## src/rtl/x2050_bc_multi.sv

```systemverilog
// Multi-channel byte counter: CH independent W-bit counters with sticky wrap
// flags, plus a shared LW-bit down-counting length register with done pulse.
module x2050_bc_multi #(
   parameter  int W  = 2,
   parameter  int CH = 2,
   parameter  int LW = 8,
   localparam int CW = (CH > 1) ? $clog2(CH) : 1
) (
   input  logic            i_clk,
   input  logic            i_reset,
   input  logic            i_ros_advance,
   input  logic [CW-1:0]   i_ch,
   input  logic [1:0]      i_up,
   input  logic            i_sel,
   input  logic            i_wstb,
   input  logic [W-1:0]    i_newvalue,
   input  logic            i_len_load,
   input  logic [LW-1:0]   i_len_value,
   output logic [W-1:0]    o_bc,
   output logic [CH*W-1:0] o_bc_all,
   output logic            o_wrap,
   output logic [LW-1:0]   o_len,
   output logic            o_len_zero,
   output logic            o_done
);

   logic [W-1:0]  r_bc [CH];
   logic [CH-1:0] r_wrap;
   logic [LW-1:0] r_len;
   logic          r_done;
   logic [CH-1:0] w_hit;
   logic          w_step;

   // Per-channel decode; an out-of-range select simply hits no channel.
   always_comb begin
      w_hit    = '0;
      o_bc     = '0;
      o_wrap   = 1'b0;
      o_bc_all = '0;
      for (int unsigned k = 0; k < CH; k++) begin
         w_hit[k]             = (i_ch == CW'(k));
         o_bc_all[k*W +: W]   = r_bc[k];
         if (w_hit[k]) begin
            o_bc   = r_bc[k];
            o_wrap = r_wrap[k];
         end
      end
   end

   assign w_step = i_sel & ~i_wstb & i_up[1];

   always_ff @(posedge i_clk or posedge i_reset) begin
      if (i_reset) begin
         for (int unsigned k = 0; k < CH; k++) r_bc[k] <= '0;
         r_wrap <= '0;
      end else if (i_ros_advance) begin
         for (int unsigned k = 0; k < CH; k++) begin
            if (w_hit[k]) begin
               if (i_wstb) begin
                  r_bc[k]   <= i_newvalue;
                  r_wrap[k] <= 1'b0;
               end else if (i_sel) begin
                  case (i_up)
                     2'd0: begin
                        r_bc[k]   <= '0;
                        r_wrap[k] <= 1'b0;
                     end
                     2'd1: begin
                        r_bc[k]   <= '1;
                        r_wrap[k] <= 1'b0;
                     end
                     2'd2: begin
                        r_bc[k] <= r_bc[k] - 1'b1;
                        if (r_bc[k] == '0) r_wrap[k] <= 1'b1;
                     end
                     default: begin
                        r_bc[k] <= r_bc[k] + 1'b1;
                        if (r_bc[k] == '1) r_wrap[k] <= 1'b1;
                     end
                  endcase
               end
            end
         end
      end
   end

   always_ff @(posedge i_clk or posedge i_reset) begin
      if (i_reset) begin
         r_len  <= '0;
         r_done <= 1'b0;
      end else begin
         r_done <= 1'b0;
         if (i_ros_advance) begin
            if (i_len_load) begin
               r_len <= i_len_value;
            end else if (w_step && (r_len != '0)) begin
               r_len <= r_len - 1'b1;
               if (r_len == LW'(1)) r_done <= 1'b1;
            end
         end
      end
   end

   assign o_len      = r_len;
   assign o_len_zero = (r_len == '0);
   assign o_done     = r_done;

endmodule

```

## config.mk

```make
export PLATFORM = sky130hd
export DESIGN_NAME = x2050_bc_multi
export DESIGN_NICKNAME = d
export VERILOG_FILES = /design/src/rtl/x2050_bc_multi.sv
export SDC_FILE = /design/constraint.sdc
export NUM_CORES = 1
export LEC_CHECK = 0
export ABC_AREA = 0
export CORE_ASPECT_RATIO = 1.4
export CORE_MARGIN = 5
export CORE_UTILIZATION = 40
export CTS_CLUSTER_DIAMETER = 30
export CTS_CLUSTER_SIZE = 20
export DETAILED_ROUTE_END_ITERATION = 6
export HOLD_SLACK_MARGIN = 0.05
export PLACE_DENSITY_LB_ADDON = 0.25
export SETUP_SLACK_MARGIN = 0.02
export SLEW_MARGIN = 20
export SYNTH_ARGS = -nofsm -noshare
export SYNTH_HDL_FRONTEND = slang
export SYNTH_SLANG_ARGS = --single-unit
```

## constraint.sdc

```tcl
create_clock -name i_clk -period 1.7 [get_ports i_clk]
set_input_delay 0.34 -clock i_clk [delete_from_list [all_inputs] [get_ports i_clk]]
set_output_delay 0.34 -clock i_clk [all_outputs]
set_load 0.03 [all_outputs]
```

* Word level (Yosys, flattened, before mapping)
Index checks and enable logic that the tools add are counted.
Cells by class: add/sub/neg operators 5, multipliers 0, divide/modulo/power cells 0, order comparisons 0, eq/ne operators 7, shift-type cells 0, mux-type cells 24, bitwise logic cells 4, reduce and logical (&&, ||, !) cells 16
Operators with widths (count):
- 8-bit 2-to-1 mux | 2
- 1-bit 2-to-1 mux | 13
- 2-bit case mux with 3 select lines | 2
- 2-bit 2-to-1 mux | 5
- 5-bit AND reduction | 2
- 8-bit by 1-bit == test with 1-bit output (second input constant) | 1
- 8-bit zero test | 1
- 4-bit nonzero test | 2
- 8-bit nonzero test | 1
- 8-bit by 1-bit subtractor with 8-bit output (second input constant) | 1
- 2-bit == test (second input constant) | 3
- 2-bit zero test | 3
- 3-bit != test (second input constant) | 2
- 3-bit AND reduction | 2
- 2-bit by 1-bit adder with 2-bit output (second input constant) | 2
- 1-bit case mux with 2 select lines | 2
- 2-bit nonzero test | 2
- 2-bit by 1-bit subtractor with 2-bit output (second input constant) | 2
- 1-bit AND | 2
- 2-bit by 1-bit == test with 1-bit output (second input constant) | 1
- 1-bit NOT | 2
- 2-bit AND reduction | 1
- 2-bit OR reduction | 1
- 1-bit logical AND | 1
Storage, ports and cells: register bits 15, latch bits 0, RAM bits 0, memory bits (read-only) 0, input port bits 19, output and inout bits 17, word-level logic and storage cells 62, memories 0

* Depth between registers and ports, before layout
depth in word-level cells 7, mapped depth 6, mapped depth without buffers 6

* Least setup slack after synthesis
Ideal clock, no wire load.
path kind flip-flop to flip-flop, from reg r_len[0], in the netlist o_len[0], to reg r_len[1], in the netlist o_len[1], data arrival time 1.906 ns, data required time 1.577 ns, path slack -0.329 ns, stages on the path, launching flop included 7, path buffers 0, period minus slack after synthesis 2.029 ns, path through dfrtp_1 -> inv_1 -> ha_1 -> or3b_2 -> nor2_4 -> o21ai_2 -> o221a_2
On the way: cells in the longest elaborated chain, start to end 4, elaborated cells on any way between the ends 7, classes of those cells add/sub (1); mux (2); reduce/logical (4)
Ends and longest elaborated chain:
- from (decl) | line 29 | logic [LW-1:0] r_len;
- from (signal assigned) | line 95 | r_len <= i_len_value;
- from (signal assigned) | line 97 | r_len <= r_len - 1'b1;
- parallel branches: the longest is 4 deep, another holds 8-bit by 1-bit subtractor with 8-bit output
Several ways; the timed one is not identified. The select of a mux whose other input is x is not followed. A chain may end at the register's enable or synchronous reset.

* Worst setup path in the final report
from reg r_len[0], in the netlist o_len[0], to out o_len_zero
On the way: cells in the longest elaborated chain, start to end 1
Ends and longest elaborated chain:
- 8-bit zero test | line 105 | assign o_len_zero = (r_len == '0);
- to (decl) | line 23 | output logic o_len_zero,
Every way passes these cells.

==> out/metrics.csv <==
stage;metric;value;unit
synthesis;synth_nets;135;
synthesis;ys_warn_count;0;
synthesis;synth_edf_count;0;
placed_design;io_buffers;35;
cells_and_area;areaGrowthSynthToFinish;77.0;%
synthesis;synthCells;113;
grt;grt_pass1_wl;5460;µm
power_and_ir_drop;power.density;771;mW/mm²
timing;max_freq;520;MHz
timing;fin_crit_sh;113;%
grt;grt_max_degree;16;
setup_path;worstPathRequired;1.36;ns
timing;holdWs;0.346;ns
hold_path;hold_class;in -> async;
setup_path;cp_max_fo;2;
route;ant_nets;0;
setup_path;r2r_start;o_len[0];
floorplan;die-area;0.00367;mm²
synthesis;synth_flop_cell;dfrtp_1;
synthesis;yosys.area.top_type_share;36.9;%
floorplan;initial_core_util;42.1;%
cells_and_area;fillerInstances;193;
timing;final-setup-viol-count;4;
power_and_ir_drop;power_leakage;0.796;nW
route;num_vias;1184;
clocking;cts_max_level;1;
clocking;clk_path_buf_depth;2;
placed_design;dp_hpwl;2520;µm
timing;fin_crit;1.92;ns
synthesis;ys_seq_area_share;36.9;%
timing;finalWorstSetupSlack;-0.225;ns
synthesis;yosys-top-cells-count;dfrtp_1, nand2_1, nor2_1;
cells_and_area;antennaDiodeCount;0;
synthesis;yosys.area.top_type;dfrtp_1;
power_and_ir_drop;peakVddDrop;495;µV
clocking;cts.clk_slew.worst_paths;0.10;ns
grt;first_global_vias;1282;
clocking;cts_root_buffer;clkbuf_4;
floorplan;coreArea;0.00242;mm²
grt;grt-ovfl-total;0;
synthesis;async_flop_share;100;%
timing;hold_viol_final;0;
clocking;clock_latency;0.28;ns
synthesis;syn_avg_cell_area;9.00;µm²
timing;rsz0062_at_grt;yes;
timing;drv_slew;0;
cells_and_area;final_nets;207;
placed_design;gp_congestion;0.952;
floorplan;fp.dieW;52.6;µm
synthesis;syn-cell-area;0.00102;mm²
timing;tightestPinTransition;0.429;ns
setup_path;r2r_setup_slack;-0.11;ns
run_status;violations;negative setup slack;
route;via_per_inst;5.43;
clocking;cts_num_sinks;15;
floorplan;row_count;21;
floorplan;die_h;69.7;µm
synthesis;yosys-top-cells-area;dfrtp_1, nand2_1, ha_1, nor2_1, mux2_2;
job;drv_cap;0;
route;dr.first_iter.drc_count;28;
floorplan;ios;36;
grt;grt_util_all_layers;18.8;%
route;avgRoutedWirePerCell;15.9;µm
synthesis;synth-seq-cells;15;
route;first_pass_iters;4;
synthesis;synth.distinct_cells;45;
grt;antenna_found_initial;0;
placed_design;place_ws;-0.501;ns
run_status;status;finished with violations;
timing;slew_headroom;71.1;%
setup_path;critical_path.endpoint_type;primary output;
setup_path;r2r-end;o_len[1];
setup_path;reg2reg_depth;8;
cells_and_area;drive_gt1_share;36.4;%
setup_path;path_class;reg -> out;
clocking;numCtsBuffers;3;
setup_path;cp.arrival;1.58;ns
clocking;cts_tree;built;
timing;fin_skew;0.00366;ns
setup_path;startpoint_type;flop;
route;wl;3470;µm
route;drc;0;
through the flow:
step	setup TNS (ns)	util, %	instances	instance area [µm²]	power [mW]
2_1_floorplan	-0.169	-	113	1030	0.825
3_3_place_gp	-2.11	65.6	203	1590	1.13
3_5_place_dp	-2.57	65.6	203	1590	1.15
4_1_cts	-0.312	69.5	215	1680	1.34
5_1_grt	-0.835	74.5	218	1800	1.48
6_report	-0.475	74.5	218	1800	1.39
worst max-delay path by stage:
stage | startpoint | endpoint | slack [ns] | cells past startpoint
after detailed placement | i_ch | o_bc[1] | -0.50 | 3
final | o_len[0] | o_len_zero | -0.22 | 5
after global routing | o_len[0] | o_len_zero | -0.29 | 5
after global placement | i_ch | o_wrap | -0.49 | 3
after CTS | o_len[0] | o_len_zero | -0.21 | 5
after floorplan | o_len[1] | o_len[1] | -0.09 | 6
flip-flops by register name, summed over array words and instances (netlist names):
name and cells:
r_wrap 2, o_len 8, o_bc_all 4, o_done 1
worst max-delay path: stages (launching register included):
cell and delay [ns]:
dfrtp_2 0.43, inv_2 0.09, ha_4 0.14, or3b_4 0.40, nor2_4 0.12, buf_6 0.14
cell type report:
| cell class | count | area (µm²) | area share [%] |
|---|---|---|---|
| Inverter | 6 | 22.5 | 1.25 |
| Timing Repair Buffer | 68 | 606 | 33.6 |
| Multi-Input combinational cell | 91 | 726 | 40.3 |
| Clock buffer | 4 | 26.3 | 1.46 |
| Sequential cell | 15 | 378 | 21.0 |
| Tap cell | 34 | 42.5 | 2.36 |
per-layer routing:
layer	global-route usage, %	wire (µm)	up-vias
met4	4.83	62	0
met1	20.8	1290	574
met2	35.6	1990	39
li1	-	-	565
met5	0	0	-
met3	2.58	137	6
placed cells by master, fill, tap and decap left out, types with 6 or more instances in the layout:
cell type / count
buf_4: 28
clkdlybuf4s50_1: 18
nand2_1: 15
dlygate4sd2_1: 13
nor2_1: 8
buf_6: 6
dfrtp_1: 13
power by group:
part	leakage [nW]	switching, mW	internal, mW
clock	0.0150	0.120	0.0909
sequential	0.178	0.0463	0.417
combinational	0.603	0.391	0.324
total	0.796	0.557	0.832
cell families after synthesis:
family / share of synthesized area [%]
fa+ha+maj: 3.69
mux: 5.29
flops: 36.9
buf+inv: 2.58
xor+xnor: 3.44
simple gates: 30.4
compound gates: 17.7
timing repair:
| item | 4_1_cts | 5_1_grt |
|---|---|---|
| resized for setup | 26 | 17 |
| setup endpoints to repair | 17 | 9 |
| setup buffers | 8 | 3 |
| endpoints found under the hold margin | 0 | 0 |
| pin swaps | 6 | 8 |
| hold buffers | 0 | 0 |
| cloned | 0 | 0 |
Power figures use the tool's default switching activity.
